## src/rtl/afifo_pkg.sv

```systemverilog
// Shared types and width helpers for the async-FIFO width converters.
// Kept small so packers and unpackers can reuse the same state encoding.
package afifo_pkg;

  typedef enum logic {
    EMPTY  = 1'b0,
    ACTIVE = 1'b1
  } state_e;

  // Index width for a slice counter; never narrower than one bit.
  function automatic int idx_width(input int n);
    if (n <= 32'sd1) begin
      return 32'sd1;
    end else begin
      return $clog2(n);
    end
  endfunction

endpackage

```

## src/rtl/afifo_unpacker.sv

```systemverilog
// Read-side width converter: pops DW-bit words from a show-ahead FIFO and
// emits them as DW/OW beats of OW bits, least-significant slice first.
module afifo_unpacker
  import afifo_pkg::*;
#(
  parameter int DW = 128,
  parameter int OW = 32,
  parameter int CW = 16
) (
  input  logic          clk,
  input  logic          reset,
  input  logic          fifo_rempty,
  input  logic [DW-1:0] fifo_q,
  output logic          fifo_re,
  output logic          m_valid,
  input  logic          m_ready,
  output logic [OW-1:0] m_data,
  output logic          m_last,
  output logic [CW-1:0] word_cnt
);

  localparam int R  = DW / OW;
  localparam int IW = idx_width(R);
  localparam logic [IW-1:0] LAST_IDX = IW'(R - 1);

  if ((DW % OW) != 32'sd0) begin : g_bad_ratio
    $error("afifo_unpacker: DW must be an integer multiple of OW");
  end

  logic [DW-1:0] hold_r;
  logic [IW-1:0] idx_r;
  state_e        state_r;
  logic [CW-1:0] word_cnt_r;

  logic          last_s;
  logic          fire_s;
  logic          pop_s;

  // Beat presentation and handshake decode; pops are suppressed under reset
  // so a word is never taken from the FIFO and then thrown away.
  always_comb begin
    m_valid  = 1'b0;
    last_s   = 1'b0;
    fire_s   = 1'b0;
    pop_s    = 1'b0;
    m_valid  = (state_r == ACTIVE);
    last_s   = (idx_r == LAST_IDX);
    fire_s   = m_valid & m_ready;
    if (reset) begin
      pop_s = 1'b0;
    end else begin
      pop_s = !fifo_rempty & ((state_r == EMPTY) | (fire_s & last_s));
    end
  end

  assign m_data   = hold_r[idx_r * OW +: OW];
  assign m_last   = m_valid & last_s;
  assign fifo_re  = pop_s;
  assign word_cnt = word_cnt_r;

  // Word holding register, slice index, state and popped-word counter.
  always_ff @(posedge clk) begin
    if (reset) begin
      hold_r     <= {DW{1'b0}};
      idx_r      <= {IW{1'b0}};
      state_r    <= EMPTY;
      word_cnt_r <= {CW{1'b0}};
    end else if (pop_s) begin
      hold_r     <= fifo_q;
      idx_r      <= {IW{1'b0}};
      state_r    <= ACTIVE;
      word_cnt_r <= word_cnt_r + CW'(1'b1);
    end else if (fire_s) begin
      if (!last_s) begin
        idx_r <= idx_r + IW'(1'b1);
      end else begin
        state_r <= EMPTY;
      end
    end else begin
      hold_r     <= hold_r;
      idx_r      <= idx_r;
      state_r    <= state_r;
      word_cnt_r <= word_cnt_r;
    end
  end

endmodule

```

## config.mk

```make
export PLATFORM = sky130hd
export DESIGN_NAME = afifo_unpacker
export DESIGN_NICKNAME = d
export VERILOG_FILES = /design/src/rtl/afifo_pkg.sv /design/src/rtl/afifo_unpacker.sv
export SDC_FILE = /design/constraint.sdc
export NUM_CORES = 1
export LEC_CHECK = 0
export CAP_MARGIN = 20
export CORE_AREA = 5 5 119 121
export DETAILED_ROUTE_END_ITERATION = 8
export DIE_AREA = 0 0 124 126
export GPL_TIMING_DRIVEN = 0
export MAX_ROUTING_LAYER = met4
export PLACE_DENSITY = 0.79
export SLEW_MARGIN = 20
export SYNTH_ARGS = -nofsm -noshare
export SYNTH_HDL_FRONTEND = slang
export SYNTH_SLANG_ARGS = --single-unit
export TNS_END_PERCENT = 100
```

## constraint.sdc

```tcl
create_clock -name clk -period 2.05 [get_ports clk]
set_input_delay 0.205 -clock clk [delete_from_list [all_inputs] [get_ports clk]]
set_output_delay 0.205 -clock clk [all_outputs]
set_load 0.03 [all_outputs]
```

==> Yosys cells after proc, flatten, opt, wreduce, memory -nomap -nowiden <==
Index checks and enable logic that the tools add are counted.
{ "totals": {"output_inout_bits": 51, "wordCells": 25, "input_bits": 132, "ff_bits": 147} }
{ "op_classes": {"n_addsub": 2, "shift": 1, "n_bitwise": 7, "n_eq_ne": 1, "reduce_logical": 6, "n_mux": 4} }
{ "ops": {"columns": ["op", "count"], "rows": [
  ["indexed part select 128 x 8 -> 32 bit", 1],
  ["adder 16 x 1 -> 16 bit, second input constant", 1],
  ["bitwise AND 1 bit", 4],
  ["two-way mux 1 bit", 4],
  ["AND reduction 2 bit", 2],
  ["nonzero test 2 bit", 2],
  ["adder 2 x 1 -> 2 bit, second input constant", 1],
  ["== test 2 bit, second input constant", 1],
  ["inverter 1 bit", 2],
  ["OR reduction 2 bit", 1],
  ["zero test 1 bit", 1],
  ["OR 1 bit", 1]
]} }

==> Logic depth before layout (Yosys ltp) <==
{ "depth": {"depth_word": 7, "mapped_depth": 7, "mapped_depth_nobuf": 5} }

==> Worst setup path before layout <==
OpenSTA, ideal clock, no wires.
{ "synth_path": {"path_type": "flip-flop to flip-flop", "startpoint": "register word_cnt_r[0], in the netlist word_cnt[0]", "endpoint": "register word_cnt_r[8], in the netlist word_cnt[8]", "path_slack_ns": 0.044, "arrival_time_ns": 1.935, "path_buffers": 1, "path_stages_with_launch": 7, "setup_ns": 0.070, "t_required_ns": 1.980, "synth_period_minus_slack_ns": 2.006, "cell_sequence": "dfxtp_1 ha_1 inv_1 or3_1 buf_2 or4_1 a21oi_1"} }
{ "synth_between": {"elab_chain_len": 1} }
{ "synth_rtl": {"columns": ["element", "line", "rtl"], "rows": [
  ["from (decl)", "afifo_unpacker.sv:33", "logic [CW-1:0] word_cnt_r;"],
  ["from (signal assigned)", "afifo_unpacker.sv:67", "word_cnt_r <= {CW{1'b0}};"],
  ["from (signal assigned)", "afifo_unpacker.sv:72", "word_cnt_r <= word_cnt_r + CW'(1'b1);"],
  ["from (signal assigned)", "afifo_unpacker.sv:83", "word_cnt_r <= word_cnt_r;"],
  ["adder 16 x 1 -> 16 bit", "afifo_unpacker.sv:72", null]
]} }
Every way passes these cells.
A chain may end at the register's enable or synchronous reset.

==> Worst setup path in the final report <==
{ "layout_path": {"startpoint": "register idx_r[0]", "endpoint": "output m_data[15]"} }
{ "layout_between": {"elab_chain_len": 1} }
{ "layout_rtl": {"columns": ["element", "line", "rtl"], "rows": [
  ["from (decl)", "afifo_unpacker.sv:31", "logic [IW-1:0] idx_r;"],
  ["from (signal assigned)", "afifo_unpacker.sv:65", "idx_r <= {IW{1'b0}};"],
  ["from (signal assigned)", "afifo_unpacker.sv:70", "idx_r <= {IW{1'b0}};"],
  ["from (signal assigned)", "afifo_unpacker.sv:75", "idx_r <= idx_r + IW'(1'b1);"],
  ["indexed part select 128 x 8 -> 32 bit", "afifo_unpacker.sv:56", "assign m_data = hold_r[idx_r * OW +: OW];"],
  ["to (decl)", "afifo_unpacker.sv:17", "output logic [OW-1:0] m_data,"]
]} }
Every way passes these cells.

==> reports/qor.csv <==
metric,value,unit
status,finished clean,
utilization,0.672,
avgRoutedWirePerCell,18.0,um
synth-xor-area-share,0.0132,
yosys-mux-area-fraction,0.124,
antenna_found_initial,0,
crit_path_top_delay_cell,mux4_2,
internal_power,5540,uW
synth_seq_cells,147,
antennaDiodeCount,0,
row_count,42,
rsz0062_at_grt,yes,
clk_path_buf_depth,2,
core,0.0130,mm^2
syn_to_final_growth,45.9,%
vdd_ir_drop_max,0.485,mV
dp_hpwl,13700,um
synthAdderAreaFrac,0.00419,
synth_edf_count,0,
clk_pin_slew,0.06,ns
crit_type,flop to output pin,
final_common_cell,nand2_1,
grt_max_degree,17,
synth_warnings,0,
clk_latency,0.42,ns
synth-compound-area-share,0.125,
post-route-period-util,0.988,
cts_setup_buffers,0,
drive_gt1_frac,0.153,
drv_cap,0,
leakage,0.00328,uW
h-tree-depth,4,
finalMaxSlewViolations,0,
vias,5780,
fill_cells,1064,
sequentialPowerShare,0.423,
hold_viol_final,0,
setup-tns-final,0,ns
overflow,0,
sw_frac_of_total,0.241,
start_util,0.460,
worst_slack,0.0241,ns
portBuffers,181,
nets,1032,
root_buffer,clkbuf_16,
die_h,126,um
gp_congestion,0.851,
p_per_area,837,mW/mm^2
hold_buffers,0,
p_sw,1760,uW
arrival,1.82,ns
routed_via_density,5.32,
critical_path.endpoint_type,output pin,
clock.fmax,494,MHz
totalWireLength,19600,um
synthFlopType,dfxtp_1,
p_comb_frac,0.138,
synth_fp_nets,829,
final_cell_mix,"nand2_1, clkdlybuf4s50_1, dfxtp_1",
dpl_worst_slack,-0.500,ns
final.setup_skew,0.00482,ns
antenna_left,0,
cts_tree,yes,
yosysUniqueCellTypes,33,
numCtsBuffers,17,
syn_area,0.00597,mm^2
synthCells,695,
avgSynthCellArea,8.60,um^2
min_path_type,input port to flop,
cp.required,1.85,ns
critPathLaunchType,flop,
critPathMaxStageDelay,0.50,ns
cp_cell_sequence,buf_12 -> clkbuf_16 -> mux4_2 -> buf_2,
synth_top_family_by_area,simple AND/OR/NAND/NOR gates,
seq_area_frac_synth,0.493,
grt_pass1_vias,5825,
finalSetupViolations,0,
drc_errors,0,
period_needed,2.03,ns
clkSinkCount,147,
pin_count,183,
grt_usage,0.255,
die_area,0.0156,mm^2
drt_pass1_iterations,5,
dieWidth,124,um
synth-async-reset-ratio,0,
max_slew_margin,0.561,
synth_simple_gate_area_frac,0.204,
grt_pass1_wl,29700,um
tightest_slew,0.659,ns
drtIter0Drc,433,
cp_max_fo,9,
p_clk_frac,0.439,
==> cell type report <==
class,count,area [um^2],share of cell area
timing repair buffer,184,1780,0.204
sequential,147,2950,0.338
clock buffer,23,488,0.0560
tap,176,220,0.0253
inverter,2,7.51,0.000861
multi-input combinational,492,2830,0.325
clock inverter,9,126,0.0145
buffer,54,320,0.0367
==> stage by stage <==
step / hold slack (ns) / std cells / power (uW) / instance area (um^2)
2_1_floorplan: 0.341 / 695 / 3620 / 5970
3_3_place_gp: 0.439 / 1052 / 4110 / 8010
3_5_place_dp: 0.443 / 1052 / 4130 / 8010
4_1_cts: 0.166 / 1084 / 7300 / 8610
5_1_grt: 0.223 / 1087 / 7530 / 8720
6_report: 0.188 / 1087 / 7290 / 8720
==> flip-flops by register name (all words and copies together), names as in the netlist <==
name and cells:
hold_r 128, m_valid 1, word_cnt 16, idx_r 2
==> cells in the mapped netlist (4+ instances only) <==
master	count	area share
nand2_1	261	0.16
nand4_1	4	0.0042
nor2_1	13	0.0082
clkbuf_1	42	0.026
xnor2_1	6	0.0088
mux4_2	32	0.12
dfxtp_1	147	0.49
buf_1	5	0.0031
a21oi_1	136	0.11
or3_1	5	0.0052
buf_2	7	0.0059
==> routing by layer <==
layer,routed length (um),track usage
met5,0,-
met2,9650,0.416
met4,525,0.104
met1,7800,0.304
met3,1640,0.0547
==> final timing paths <==
check | slack (ns) | depth (start not counted) | end | from
worst max-delay path | 0.02 | 4 | m_data[15] | idx_r[0]
worst min-delay path | 0.19 | 2 | m_valid | fifo_rempty
worst max register to register | 0.12 | 6 | word_cnt[8] | idx_r[0]
worst min register to register | 0.45 | 2 | hold_r[73] | hold_r[73]
==> timing repair <==
action                     CTS  global route
cloned                       0             3
setup endpoints to repair  115            76
resized for setup          211            20
==> power groups by stage <==
stage	logic [uW]	clock network [uW]	registers, uW
floorplan	487	0	3130
global placement	976	0	3140
detailed placement	985	0	3150
CTS	985	3230	3080
global route	1080	3340	3100
finish	1010	3200	3090
==> kinds of logic (layout without fill, tap and decap cells) <==
| group | after synthesis | after routing |
|---|---|---|
| xor+xnor | 9 | 9 |
| buf+inv | 56 | 272 |
| compound gates | 144 | 144 |
| mux | 34 | 34 |
| flops | 147 | 147 |
| simple gates | 303 | 303 |
| fa+ha+maj | 2 | 2 |
==> critical path, delay by kind of cell, from the launching register on <==
family	cells	cell delay [ns]
buffers and inverters	3	0.53
muxes	1	0.50
DFF	1	0.36
Power figures use the tool's default switching activity.
